==> config.mk <==
export PLATFORM = sky130hd
export DESIGN_NAME = interrupt_sequencer_flat
export DESIGN_NICKNAME = d
export VERILOG_FILES = /design/src/rtl/interrupt_sequencer_if.sv /design/src/rtl/interrupt_sequencer.sv /design/src/flat_wrapper.sv
export SDC_FILE = /design/constraint.sdc
export NUM_CORES = 1
export LEC_CHECK = 0
export BUFFER_PORTS_ARGS = -buffer_cell sky130_fd_sc_hd__buf_2
export CORE_MARGIN = 2
export CORE_UTILIZATION = 40
export CTS_CLUSTER_SIZE = 14
export DETAILED_ROUTE_END_ITERATION = 8
export HOLD_SLACK_MARGIN = 0.03
export PLACE_DENSITY = 0.58
export SYNTH_ARGS = -nofsm -noshare
export SYNTH_HDL_FRONTEND = slang
export SYNTH_SLANG_ARGS = --single-unit
export TNS_END_PERCENT = 1
==> constraint.sdc <==
create_clock -name clock -period 4.2 [get_ports clock]
set_input_delay 0.21 -clock clock [delete_from_list [all_inputs] [get_ports clock]]
set_output_delay 0.21 -clock clock [all_outputs]
set_load 0.1 [all_outputs]
==> src/rtl/interrupt_sequencer_if.sv <==
// Handshake bundle between the interrupt controller / pipeline side and the sequencer.
// master = interrupt controller and pipeline side; slave = sequencer.
interface interrupt_sequencer_if #(
    parameter int PC_WIDTH = 32
);
    logic                int_req;
    logic [2:0]          int_level;
    logic [PC_WIDTH-1:0] pc_current;
    logic                pipe_empty;
    logic                eret;
    logic                stall;
    logic                pc_load;
    logic [PC_WIDTH-1:0] pc_target;
    logic                int_end;
    logic [1:0]          depth;
    logic                err;

    modport master (
        output int_req, int_level, pc_current, pipe_empty, eret,
        input  stall, pc_load, pc_target, int_end, depth, err
    );

    modport slave (
        input  int_req, int_level, pc_current, pipe_empty, eret,
        output stall, pc_load, pc_target, int_end, depth, err
    );
endinterface

==> src/rtl/interrupt_sequencer.sv <==
// Interrupt entry/exit sequencer: drain, push resume PC, vector; on ERET pop and return.
// Entry: stall N+1, pc_load N+2. ERET: pc_load/int_end N+1. Macro INTSEQ_ERR_EN enables sticky err.
module interrupt_sequencer #(
    parameter int                  PC_WIDTH      = 32,
    parameter int                  DEPTH         = 3,
    parameter logic [PC_WIDTH-1:0] VECTOR_BASE   = PC_WIDTH'(32'h0000_0100),
    parameter logic [PC_WIDTH-1:0] VECTOR_STRIDE = PC_WIDTH'(32'h0000_0010)
) (
    input  logic                  clock,
    input  logic                  reset,
    interrupt_sequencer_if.slave  bus
);

    typedef enum logic [1:0] {IDLE, DRAIN, VEC, RET} state_t;

    state_t              state_q, state_d;
    logic                stall_q, stall_d;
    logic                pc_load_q, pc_load_d;
    logic                int_end_q, int_end_d;
    logic [PC_WIDTH-1:0] pc_target_q, pc_target_d;
    logic [1:0]          depth_q, depth_d;
    logic                pending_q, pending_d;
    logic                push;
    logic [PC_WIDTH-1:0] stack_q [DEPTH];
    logic [PC_WIDTH-1:0] top_entry;
    logic [PC_WIDTH-1:0] vec_addr;

    always_comb begin
        top_entry = '0;
        for (int i = 0; i < DEPTH; i++) begin
            if (depth_q == 2'(i + 1)) top_entry = stack_q[i];
        end
    end

    // Highest active level wins when several bits are set.
    always_comb begin
        vec_addr = VECTOR_BASE;
        if (bus.int_level[2])      vec_addr = VECTOR_BASE + (VECTOR_STRIDE << 1);
        else if (bus.int_level[1]) vec_addr = VECTOR_BASE + VECTOR_STRIDE;
    end

    always_comb begin
        state_d     = state_q;
        stall_d     = stall_q;
        pc_load_d   = 1'b0;
        int_end_d   = 1'b0;
        pc_target_d = pc_target_q;
        depth_d     = depth_q;
        pending_d   = pending_q | bus.int_req;
        push        = 1'b0;
        case (state_q)
            IDLE: begin
                if (bus.eret && depth_q != 2'd0) begin
                    state_d     = RET;
                    stall_d     = 1'b1;
                    pc_load_d   = 1'b1;
                    int_end_d   = 1'b1;
                    pc_target_d = top_entry;
                    depth_d     = depth_q - 2'd1;
                end else if (pending_q || bus.int_req) begin
                    state_d   = DRAIN;
                    stall_d   = 1'b1;
                    pending_d = 1'b0;
                end
            end
            DRAIN: begin
                if (bus.pipe_empty) begin
                    if (bus.int_level == 3'b000 || depth_q == 2'(DEPTH)) begin
                        state_d = IDLE;
                        stall_d = 1'b0;
                    end else begin
                        state_d     = VEC;
                        push        = 1'b1;
                        depth_d     = depth_q + 2'd1;
                        pc_target_d = vec_addr;
                        pc_load_d   = 1'b1;
                    end
                end
            end
            VEC, RET: begin
                state_d = IDLE;
                stall_d = 1'b0;
            end
            default: begin
                state_d = IDLE;
                stall_d = 1'b0;
            end
        endcase
    end

    always_ff @(posedge clock) begin
        if (!reset) begin
            state_q     <= IDLE;
            stall_q     <= 1'b0;
            pc_load_q   <= 1'b0;
            int_end_q   <= 1'b0;
            pc_target_q <= '0;
            depth_q     <= 2'd0;
            pending_q   <= 1'b0;
        end else begin
            state_q     <= state_d;
            stall_q     <= stall_d;
            pc_load_q   <= pc_load_d;
            int_end_q   <= int_end_d;
            pc_target_q <= pc_target_d;
            depth_q     <= depth_d;
            pending_q   <= pending_d;
        end
    end

    // Stack contents need no reset; depth alone says what is valid.
    always_ff @(posedge clock) begin
        for (int i = 0; i < DEPTH; i++) begin
            if (reset && push && depth_q == 2'(i)) stack_q[i] <= bus.pc_current;
        end
    end

`ifdef INTSEQ_ERR_EN
    logic err_set;
    logic err_q;

    assign err_set = (state_q == IDLE && bus.eret && depth_q == 2'd0) ||
                     (state_q == DRAIN && bus.pipe_empty && bus.int_level != 3'b000 &&
                      depth_q == 2'(DEPTH));

    always_ff @(posedge clock) begin
        if (!reset)       err_q <= 1'b0;
        else if (err_set) err_q <= 1'b1;
    end

    assign bus.err = err_q;
`else
    assign bus.err = 1'b0;
`endif

    assign bus.stall     = stall_q;
    assign bus.pc_load   = pc_load_q;
    assign bus.pc_target = pc_target_q;
    assign bus.int_end   = int_end_q;
    assign bus.depth     = depth_q;

endmodule

==> src/flat_wrapper.sv <==
// flat-port wrapper written by rule: the top's interface ports become plain ports
module interrupt_sequencer_flat 
#(
    parameter int                  PC_WIDTH      = 32,
    parameter int                  DEPTH         = 3,
    parameter logic [PC_WIDTH-1:0] VECTOR_BASE   = PC_WIDTH'(32'h0000_0100),
    parameter logic [PC_WIDTH-1:0] VECTOR_STRIDE = PC_WIDTH'(32'h0000_0010)
)
  (clock, reset, bus_int_req, bus_int_level, bus_pc_current, bus_pipe_empty, bus_eret, bus_stall, bus_pc_load, bus_pc_target, bus_int_end, bus_depth, bus_err);
  interrupt_sequencer_if #(.PC_WIDTH(PC_WIDTH)) bus_i ();
  input  logic clock;
  input  logic reset;
  input wire logic [$bits(bus_i.int_req)-1:0] bus_int_req;
  input wire logic [$bits(bus_i.int_level)-1:0] bus_int_level;
  input wire logic [$bits(bus_i.pc_current)-1:0] bus_pc_current;
  input wire logic [$bits(bus_i.pipe_empty)-1:0] bus_pipe_empty;
  input wire logic [$bits(bus_i.eret)-1:0] bus_eret;
  output wire logic [$bits(bus_i.stall)-1:0] bus_stall;
  output wire logic [$bits(bus_i.pc_load)-1:0] bus_pc_load;
  output wire logic [$bits(bus_i.pc_target)-1:0] bus_pc_target;
  output wire logic [$bits(bus_i.int_end)-1:0] bus_int_end;
  output wire logic [$bits(bus_i.depth)-1:0] bus_depth;
  output wire logic [$bits(bus_i.err)-1:0] bus_err;
  assign bus_i.int_req = bus_int_req;
  assign bus_i.int_level = bus_int_level;
  assign bus_i.pc_current = bus_pc_current;
  assign bus_i.pipe_empty = bus_pipe_empty;
  assign bus_i.eret = bus_eret;
  assign bus_stall = bus_i.stall;
  assign bus_pc_load = bus_i.pc_load;
  assign bus_pc_target = bus_i.pc_target;
  assign bus_int_end = bus_i.int_end;
  assign bus_depth = bus_i.depth;
  assign bus_err = bus_i.err;
  interrupt_sequencer #(.PC_WIDTH(PC_WIDTH), .DEPTH(DEPTH), .VECTOR_BASE(VECTOR_BASE), .VECTOR_STRIDE(VECTOR_STRIDE)) u_core (.clock(clock), .reset(reset), .bus(bus_i));
endmodule
### Yosys cells after proc, flatten, opt, wreduce, memory -nomap -nowiden

Memories as Yosys holds them, arrays and structs flattened.
Cells that the tools add are included.
Widths: inputs -> output; s select.

| word-level totals | value |
|---|---|
| output and inout port bits | 38 |
| bits in registers | 40 |
| bits of input ports | 40 |
| bits in writable memories | 96 |
| memories kept | 1 |
| logic and storage cells | 84 |

Memories:

| name | depth | bits a word | read ports | clocked after Yosys merged registers in | wr ports | line | RTL |
|---|---|---|---|---|---|---|---|
| u_core.stack_q | 3 | 32 | 3 | 0 | 1 | interrupt_sequencer.sv:24 | `logic [PC_WIDTH-1:0] stack_q [DEPTH];` |

| operators by class | value |
|---|---|
| $add $sub $neg | 2 |
| bitwise gates (word level) | 1 |
| eq/ne operators | 11 |
| reductions and logical operators | 19 |
| multiplexer cells | 43 |

Operators with widths:

| operator | number |
|---|---|
| $mux 32 | 9 |
| $pmux 32 s2 | 1 |
| $reduce_or 32->1 | 2 |
| $mux 1 | 19 |
| $mux 2 | 9 |
| $eq 2x2->1 const B | 4 |
| $pmux 2 s3 | 1 |
| $logic_and 1x1->1 | 5 |
| $mux 5 | 1 |
| $eq 2x1->1 const B | 2 |
| $logic_not 2->1 | 2 |
| $ne 2x1->1 const B | 2 |
| $ne 2x2->1 const B | 2 |
| $pmux 2 s2 | 1 |
| $reduce_and 2->1 | 2 |
| $reduce_and 4->1 | 1 |
| $reduce_bool 2->1 | 2 |
| $logic_not 3->1 | 1 |
| $ne 3x1->1 const B | 1 |
| $pmux 1 s3 | 1 |
| $reduce_and 3->1 | 1 |
| $add 2x1->2 const B | 1 |
| $logic_or 1x1->1 | 2 |
| $pmux 1 s2 | 1 |
| 3 further kinds | 3 |

### Longest topological paths before layout

Gate-level depths: netlist of run 1.

| logic depth | value |
|---|---|
| depth in word-level cells | 12 |
| gate-level depth with buffers | 9 |
| mapped depth without buffers | 6 |

### Least setup slack after synthesis of run 1

No wires, ideal clock.

| timing path | value |
|---|---|
| path kind | flip-flop to flip-flop |
| start point | register u_core.depth_q[1], in the netlist u_core.bus.depth[1] |
| end point | memory u_core.stack_q[2][0], in the netlist u_core.stack_q[0][64], enable pin |
| path buffers | 3 |
| path slack | 1.109 ns |
| cell stages (with the launch flop) | 6 |
| library setup time | 0.392 ns |
| required time | 3.808 ns |
| arrival | 2.699 ns |
| period minus slack after synthesis | 3.091 ns |
| cell sequence | dfxtp_1 -> ha_1 -> clkbuf_1 -> buf_2 -> buf_2 -> and2_1 |

| between the ends | value |
|---|---|
| longest elaborated chain between the ends | 12 |
| elaborated cells on any way between the ends | 24 |

RTL lines:

| item | line | RTL |
|---|---|---|
| start: declaration | interrupt_sequencer.sv:21 | `logic [1:0] depth_q, depth_d;` |
| start signal: assignment | interrupt_sequencer.sv:106 | `depth_q <= depth_d;` |
| $eq 2x2->1 | interrupt_sequencer.sv:68 | `if (bus.int_level == 3'b000 \|\| depth_q == 2'(DEPTH)) begin` |
| $logic_or 1x1->1 | interrupt_sequencer.sv:68 |  |
| $mux 1 | interrupt_sequencer.sv:68 |  |
| $mux 1 | interrupt_sequencer.sv:67 | `if (bus.pipe_empty) begin` |
| $mux 1 | interrupt_sequencer.sv:51 | `case (state_q)` |
| $logic_and 1x1->1 (2 in a row) | interrupt_sequencer.sv:114 | `if (reset && push && depth_q == 2'(i)) stack_q[i] <= bus.pc_current;` |
| $mux 1 | interrupt_sequencer.sv:114 |  |
| $mux 1 (implied by the code) | interrupt_sequencer.sv:114 |  |
| $reduce_or 32->1 (no line) | - |  |
| $mux 2 (no line) / $mux 1 (equally long branches) (2 in a row) | - |  |
| end: declaration | interrupt_sequencer.sv:24 |  |

Parallel ways exist; a longest one is shown, timed or not.

### Final worst setup path of run 1

| timing path | value |
|---|---|
| start point | register u_core.depth_q[0], in the netlist u_core.bus.depth[0] |
| end point | memory u_core.stack_q[2][19], in the netlist u_core.stack_q[0][83], enable pin |

Same word-level chain as after synthesis.

==> flow_summary.ini, run 1 <==
[clock_network]
cts_buffer_depth = 2
cts_sinks = 136
htree_levels = 4
cts_setup_buffers = 0
numCtsBuffers = 17
cts_tree = yes
path_clk_slew_ns = 0.05
clock_latency_ns = 0.41
cts-root-buf = clkbuf_16

[min_path]
hold_class = input pin to flop

[run_status]
status = finished clean

[die]
dieWidth_um = 117
core_region_area_um2 = 12600
start_util = 0.408
die_h_um = 117
num_rows = 41
boundaryPins = 78
die-area_um2 = 13700

[yosys]
synthCells = 368
synth_fp_nets = 412
async_flop_share = 0
synth_seq_cells = 136
yosysTopAreaCell = edfxtp_1
synthTopCellsByArea = edfxtp_1 56%, dfxtp_1 16%, a22o_1 5.0%
yosysSeqAreaShare = 0.718
syn_area_um2 = 5130
synth.avg_cell_area_um2 = 13.9
netlist.area_leader.share = 0.562
yosysMostFrequentCell = edfxtp_1
ys.flop_type = edfxtp_1
synth_common_cells = 96 x edfxtp_1, 40 x dfxtp_1, 38 x a21oi_1
synthDistinctLibCells = 38
synth_edf_count = 96
yosysWarnings = 0

[job]
drv_cap = 0

[grt]
grt_max_degree = 66
grt_antenna_before_repair = 0
grt_pass1_wl_um = 15700
grt_pass1_vias = 2967
grt_overflow = 0
track_usage = 0.158

[routing]
routed_wl_um = 10100
ant_nets = 0
firstDrtPassIters = 4
first_iter_violations = 189
vias_per_cell = 4.83
vias = 3175
drc = 0
wl_per_cell_um = 15.3

[sta]
worstMarginPinSlew_ns = 0.878
hold_viol_final = 0
max_clock_freq_ghz = 0.393
finalCriticalPeriod_ns = 2.54
period_share = 0.606
skew_ns = 0.00538
slew_headroom = 0.415
fin_tns_setup_ns = 0
report.final.slew_viol_count = 0
finalSetupViolCount = 0
rsz0062_at_grt = no

[final_layout]
synthToLayoutAreaGrowth_pct = 27.7
drive_above_1_share = 0.249
nets = 517
n_antenna_cell = 0
fill_cells = 1085

[critical_path]
cpPeakStageDelay_ns = 0.80
path_cells = inv_1 -> ha_2 -> buf_4 -> and2_2
critical-path-slowest-cell = and2_2
path_class = flop to flop
arrival_ns = 2.58
start_kind = flop
cp-end-kind = flop
critPathMaxFanout = 39
crit_required_ns = 4.23

[power_and_ir_drop]
p_leak_nw = 2.54
p_total_mw = 4.08
ir_worst_vdd_v = 0.000274
p_per_area_nw_per_um2 = 624

[placed_design]
port_buffers = 76
hpwl_um = 5920
gp_congestion = 0.707
## worst paths after layout
check	startpoint	endpoint	slack (ns)	cells after the start
hold reg to reg	u_core.bus.pc_target[7]	u_core.bus.pc_target[7]	0.47	1
hold / removal	bus_eret	u_core.pending_q	0.09	3
setup reg to reg	u_core.bus.depth[0]	u_core.stack_q[0][83]	1.66	4
setup / recovery	u_core.bus.depth[0]	u_core.stack_q[0][83]	1.66	4
## final cells by class
cell class / instances / area, µm² / area share
Timing Repair Buffer: 112 / 731 / 0.112
Inverter: 5 / 18.8 / 0.00287
Multi-Input combinational cell: 201 / 1310 / 0.200
Clock buffer: 24 / 502 / 0.0766
Tap cell: 172 / 215 / 0.0329
Sequential cell: 136 / 3680 / 0.562
Clock inverter: 8 / 92.6 / 0.0141
## logic make-up after synthesis
group | count (synthesis) | synth area share
AO/OA/AOI/OAI | 109 | 0.132
XOR/XNOR | 2 | 0.00342
adder cells (fa/ha/maj) | 4 | 0.00976
buffers and inverters | 31 | 0.0283
flip-flops | 136 | 0.718
multiplexers | 1 | 0.00195
other | 1 | 0.000731
AND/OR/NAND/NOR | 84 | 0.106
## cell usage in the layout, fill, tap and decap left out, types with 2 or more instances in the layout
master and instances:
ha_2 2, nor2_1 3, nor2b_1 3, inv_1 5, bufinv_16 2, clkbuf_16 17
clkbuf_1 2, and2_2 3, buf_4 4, and3b_1 29, o21ai_1 2, edfxtp_1 96
a21oi_1 38, dlygate4sd3_1 32, dfxtp_1 40, xnor2_1 2, and2_1 2, nand2_1 33
buf_2 76, ha_1 2, o21ai_0 33, a22o_1 29, clkbuf_8 5, clkinv_2 5
## where the power goes
part | internal (mW) | switching [mW]
sequential | 1.53 | 0.0439
combinational | 0.302 | 0.743
clock | 0.947 | 0.521
## worst max-delay path: cells and delay by family (launching register included)
family | cells | cell delay [ns]
flops | 1 | 0.35
fa+ha+maj | 1 | 0.46
buf+inv | 2 | 0.52
simple gates | 1 | 0.80
## layer usage
metal,share of wire,GRT usage
met1,0.47,0.213
met2,0.46,0.231
met3,0.051,0.0376
met4,0.013,0.0941
met5,0,0
## sequential cells by signal, indices dropped and copies added (netlist names)
name	cells
u_core.bus.depth	2
u_core.bus.int_end	1
u_core.bus.pc_load	1
u_core.bus.pc_target	32
u_core.bus.stall	1
u_core.pending_q	1
u_core.stack_q	96
u_core.state_q	2
## timing repair
item / CTS / global route
endpoints found under the setup margin: 0 / 0
gates resized for setup: 0 / 0
endpoints found under the hold margin: 96 / 0
hold buffers: 32 / 0
## metrics by stage
stage,area [µm²],util,instances,setup slack [ns],hold WS (ns)
5_1_grt,6550,0.521,658,1.46,0.110
6_report,6550,0.521,658,1.66,0.0928
3_3_place_gp,5640,0.448,594,1.69,0.416
4_1_cts,6550,0.521,658,1.59,0.0692
2_1_floorplan,5130,-,368,1.11,0.309
3_5_place_dp,5640,0.448,594,1.61,0.416
Note: power is estimated with default switching activity, not from simulation.
==> inputs of run 2 (changes only) <==
--- a/config.mk
+++ b/config.mk
@@ -5,13 +5,14 @@
 export SDC_FILE = /design/constraint.sdc
 export NUM_CORES = 1
 export LEC_CHECK = 0
+export ABC_AREA = 1
 export BUFFER_PORTS_ARGS = -buffer_cell sky130_fd_sc_hd__buf_2
 export CORE_MARGIN = 2
 export CORE_UTILIZATION = 40
 export CTS_CLUSTER_SIZE = 14
 export DETAILED_ROUTE_END_ITERATION = 8
 export HOLD_SLACK_MARGIN = 0.03
-export PLACE_DENSITY = 0.58
+export PLACE_DENSITY = 0.6
 export SYNTH_ARGS = -nofsm -noshare
 export SYNTH_HDL_FRONTEND = slang
 export SYNTH_SLANG_ARGS = --single-unit
==> constraint.sdc (replaced) <==
create_clock -name clock -period 2.3 [get_ports clock]
set_input_delay 0.115 -clock clock [delete_from_list [all_inputs] [get_ports clock]]
set_output_delay 0.115 -clock clock [all_outputs]
set_load 0.1 [all_outputs]
==> flow_summary.ini, run 2 <==
[run_status]
status = finished clean

[yosys]
synth_edf_count = 96
synthMuxAreaShare = 0
synth.avg_cell_area_um2 = 12.1
yosysWarnings = 0
syn_area_um2 = 5220
synthTopCellsByArea = edfxtp_1 55%, dfxtp_1 15%, nand3_1 6.5%
synth-xor-area-share = 0.00168
synth_top_family_by_area = simple AND/OR/NAND/NOR gates
netlist.area_leader.share = 0.552
ys.flop_type = edfxtp_1
synth_fa_ha_area_frac = 0.00959
synth_common_cells = 96 x edfxtp_1, 73 x nand2_1, 68 x nand3_1
synth_compound_area_frac = 0.0901
yosysTopAreaCell = edfxtp_1
synth_seq_cells = 136
synthSimpleGateAreaFrac = 0.148
async_flop_share = 0
synthCells = 431
yosysMostFrequentCell = edfxtp_1
yosysSeqAreaShare = 0.706
synthDistinctLibCells = 25
synth_fp_nets = 475

[sta]
hold_viol_final = 0
finalSetupViolCount = 0
finalCriticalPeriod_ns = 2.02
rsz0062_at_grt = no
max_clock_freq_ghz = 0.496
skew_ns = 0.00605
fin_tns_setup_ns = 0
report.final.slew_viol_count = 0
worstMarginPinSlew_ns = 0.509
hold_slack_ns = 0.0525
period_share = 0.876
slew_headroom = 0.660

[clock_network]
cts_setup_buffers = 0
clock_latency_ns = 0.41
holdBufCountCts = 32
cts_sinks = 136
cts-root-buf = clkbuf_16
htree_levels = 4
cts_tree = yes
cts_buffer_depth = 2
path_clk_slew_ns = 0.06
numCtsBuffers = 17
cts_resized = 0

[final_layout]
finalNonFillerCells = 730
final_cell_mix = 96 x edfxtp_1, 76 x buf_2, 72 x nand2_1, 68 x nand3_1, 38 x dfxtp_1
synthToLayoutAreaGrowth_pct = 28.3
drive_above_1_share = 0.272
final_common_cell = edfxtp_1
top_register = u_core.stack_q
largest_reg_flops = 96
fill_cells = 1115
n_antenna_cell = 0
nets = 589

[power_and_ir_drop]
p_leak_nw = 2.60
p_per_area_nw_per_um2 = 1060
ir_worst_vdd_v = 0.000545

[routing]
ant_nets = 0
drc = 0
vias = 3625
first_iter_violations = 243
firstDrtPassIters = 5
vias_per_cell = 4.97
wl_per_cell_um = 15.8
routed_wl_um = 11500

[die]
boundaryPins = 78
num_rows = 41
dieWidth_um = 118
core_region_area_um2 = 12700
die_h_um = 118
die-area_um2 = 14000
start_util = 0.412

[grt]
grt_overflow = 0
grt_antenna_before_repair = 0
grt_pass1_wl_um = 18700
use_met2 = 0.281
grt.met1_usage = 0.224
busiest_layer = met2
track_usage = 0.173
grt_max_degree = 39
use_met3 = 0.0468
grt_pass1_vias = 3575

[critical_path]
cp-end-kind = flop
critPathMaxFanout = 38
start_kind = flop
crit_required_ns = 2.57
arrival_ns = 2.29
path_class = flop to flop

[placed_design]
gp_congestion = 0.800
port_buffers = 76
numPlacedInstances = 666
hpwl_um = 7080

[min_path]
hold_class = input pin to flop

[job]
drv_cap = 0
run 2: changes by cell type after synthesis, moves of 11 or more:
cell | before | now
a21oi_1 | 38 | 27
o211ai_1 | 0 | 28
nand3_1 | 0 | 68
nand2_2 | 0 | 11
nand2_1 | 33 | 73
inv_1 | 5 | 17
a22o_1 | 29 | 0
nor2_1 | 3 | 14
o21ai_0 | 33 | 5
and3b_1 | 29 | 0
run 2: area by class of cell:
class                           instances  area, µm²  share of cell area
Sequential cell                       136       3690               0.551
Multi-Input combinational cell        248       1330               0.199
Timing Repair Buffer                  123        826               0.123
Inverter                               19       71.3              0.0107
Clock buffer                           22        454              0.0679
Clock inverter                         10        104              0.0155
Tap cell                              172        215              0.0321
run 2: worst paths after layout:
check / cells after the start / slack, ns / to / start
worst max-delay path: 8 / 0.28 / u_core.bus.pc_target[24] / u_core.bus.depth[0]
worst min-delay path: 5 / 0.05 / u_core.pending_q / bus_int_req
worst max register to register: 8 / 0.28 / u_core.bus.pc_target[24] / u_core.bus.depth[0]
worst min register to register: 2 / 0.46 / u_core.bus.pc_target[10] / u_core.bus.pc_target[10]
run 2: critical path, stage by stage, from the launching register on:
cell,delay [ns]
dfxtp_4,0.36
ha_2,0.25
inv_2,0.09
buf_4,0.36
nand2_1,0.12
nand2_2,0.14
nand2_4,0.31
nand2_1,0.16
a21oi_1,0.07
run 2: logic make-up after synthesis:
family / after synthesis
AND/OR/NAND/NOR: 171
flip-flops: 136
AO/OA/AOI/OAI: 71
buffers and inverters: 47
adder cells (fa/ha/maj): 4
XOR/XNOR: 1
other: 1
run 2: report_power, final:
part	leakage (nW)	internal (mW)	switching [mW]
combinational	1.14	0.410	1.26
clock	0.274	1.61	0.949
sequential	1.19	2.77	0.0681
run 2: metal layers:
| metal | share of wire | wire length, µm |
|---|---|---|
| met5 | 0 | 0 |
| met4 | 0.013 | 153 |
| met3 | 0.061 | 703 |
| met2 | 0.48 | 5570 |
| met1 | 0.44 | 5070 |
run 2: per-stage QoR:
stage | setup slack (ns) | cell area, µm² | util | power (mW)
floorplan | 0.0125 | 5250 | - | 4.17
global placement | 0.369 | 5820 | 0.459 | 4.50
detailed placement | 0.296 | 5820 | 0.459 | 4.52
CTS | 0.275 | 6690 | 0.528 | 7.11
global route | 0.0863 | 6690 | 0.528 | 7.37
finish | 0.285 | 6690 | 0.528 | 7.07
==> inputs of run 3 (changes only) <==
--- a/config.mk
+++ b/config.mk
@@ -8,11 +8,11 @@
 export ABC_AREA = 1
 export BUFFER_PORTS_ARGS = -buffer_cell sky130_fd_sc_hd__buf_2
 export CORE_MARGIN = 2
-export CORE_UTILIZATION = 40
+export CORE_UTILIZATION = 25
 export CTS_CLUSTER_SIZE = 14
 export DETAILED_ROUTE_END_ITERATION = 8
 export HOLD_SLACK_MARGIN = 0.03
-export PLACE_DENSITY = 0.6
+export PLACE_DENSITY = 0.41
 export SYNTH_ARGS = -nofsm -noshare
 export SYNTH_HDL_FRONTEND = slang
 export SYNTH_SLANG_ARGS = --single-unit
==> flow_summary.ini, run 3 (synthesis gave the netlist of run 2 again) <==
[clock_network]
clock_latency_ns = 0.41
cts_sinks = 136
cts_buffer_depth = 2
cts_tree = yes
numCtsBuffers = 17
htree_levels = 4
cts_setup_buffers = 0
cts-root-buf = clkbuf_16
path_clk_slew_ns = 0.06

[placed_design]
port_buffers = 76
hpwl_um = 7690
placed_cell_area_um2 = 5940
gp_congestion = 0.694

[final_layout]
final_common_cell = edfxtp_1
top_register = u_core.stack_q
final_cell_mix = 96 x edfxtp_1, 76 x buf_2, 72 x nand2_1, 68 x nand3_1, 38 x dfxtp_1
fill_cells = 2029
n_antenna_cell = 0
largest_reg_flops = 96
nets = 586
drive_above_1_share = 0.281
synthToLayoutAreaGrowth_pct = 31.9
stdcell_area_um2 = 6880

[sta]
max_clock_freq_ghz = 0.520
hold_viol_final = 0
period_share = 0.836
skew_ns = 0.00812
rsz0062_at_grt = no
finalCriticalPeriod_ns = 1.92
fin_tns_setup_ns = 0
report.final.slew_viol_count = 0
slew_headroom = 0.569
finalSetupViolCount = 0
worstMarginPinSlew_ns = 0.647

[critical_path]
cp-end-kind = flop
path_cells = ha_2 -> inv_2 -> nand3_1 -> nor2_1 -> nand2_2 -> nor2_4 -> buf_12
r2r-start = u_core.bus.depth[0]
path_class = flop to flop
start_kind = flop
critical-path-slowest-cell = dfxtp_4
critPathMaxFanout = 27
crit_required_ns = 2.40
setup.worst_path.start = u_core.bus.depth[0]
arrival_ns = 2.03
rr_endpoint = u_core.stack_q[0][24]
cpPeakStageDelay_ns = 0.36
r2r_slack_ns = 0.38
r2r_cells = 7
crit_end = u_core.stack_q[0][24]

[routing]
wl_per_cell_um = 15.5
drc = 0
firstDrtPassIters = 4
ant_nets = 0
routed_wl_um = 12800
vias_per_cell = 4.36
first_iter_violations = 206
vias = 3593

[job]
drv_cap = 0

[die]
num_rows = 52
die-area_um2 = 22000
die_h_um = 148
boundaryPins = 78
start_util = 0.256
dieWidth_um = 148
core_region_area_um2 = 20400

[grt]
grt_antenna_before_repair = 0
grt_overflow = 0
grt_pass1_vias = 3623
grt_pass1_wl_um = 19900
track_usage = 0.119
grt_max_degree = 57

[power_and_ir_drop]
p_total_mw = 7.32
p_leak_nw = 2.62
p_per_area_nw_per_um2 = 1060
ir_worst_vdd_v = 0.000330

[min_path]
hold_class = input pin to flop
worstHoldStart = bus_int_level[2]

[run_status]
status = finished clean
[run 3: cell count changes in the layout (fill, tap and decap cells not counted), moves of 2 or more]
cell	before	now
clkbuf_1	4	1
clkinv_1	3	0
clkinv_2	3	1
buf_4	14	9
clkbuf_8	1	4
clkinvlp_4	0	3
buf_12	1	3
[run 3: per-stage QoR]
stage | hold slack [ns] | utilization | std cells | setup slack, ns
6_report | 0.0460 | 0.338 | 825 | 0.377
5_1_grt | 0.0647 | 0.338 | 825 | 0.241
4_1_cts | 0.0424 | 0.338 | 825 | 0.368
3_5_place_dp | 0.321 | 0.292 | 761 | 0.383
3_3_place_gp | 0.319 | 0.292 | 761 | 0.409
2_1_floorplan | 0.214 | - | 431 | 0.0125
[run 3: metal layers]
layer,vias to the layer above,part of all wire,GRT usage
li1,1754,-,-
met1,1766,0.46,0.152
met2,64,0.49,0.198
met3,9,0.039,0.0298
met4,0,0.011,0.0429
met5,-,0,0
[run 3: worst max-delay path, delay by kind of cell, from the launching register on]
kind | cells | cell delay [ns]
DFF | 1 | 0.36
and+or+nand+nor | 4 | 0.64
buffers and inverters | 2 | 0.33
adders and majority gates | 1 | 0.26
[run 3: where the power goes]
group | internal, mW | switching, mW
Clock | 1.78 | 1.02
Sequential | 2.77 | 0.0634
Combinational | 0.419 | 1.27
Total | 4.97 | 2.36
[run 3: what timing repair did]
item | CTS | global route
hold buffers | 32 | 0
gates resized for setup | 0 | 0
endpoints found under the setup margin | 0 | 0
hold endpoints to repair | 96 | 0
[run 3: worst min-delay path by stage]
stage	cells after the start	endpoint
after global routing	5	u_core.bus.pc_target[5]
after CTS	5	u_core.bus.pc_target[5]
final	5	u_core.bus.pc_target[5]
after detailed placement	1	u_core.stack_q[0][67]
after floorplan	0	u_core.stack_q[0][0]
after global placement	1	u_core.stack_q[0][67]
[run 3: layout make-up]
cell class / count / area (µm²) / area share
sequential: 136 / 3690 / 0.536
multi-input combinational: 248 / 1340 / 0.194
timing repair buffer: 120 / 828 / 0.120
clock buffer: 23 / 509 / 0.0740
tap: 270 / 338 / 0.0491
clock inverter: 9 / 111 / 0.0162
inverter: 19 / 71.3 / 0.0104
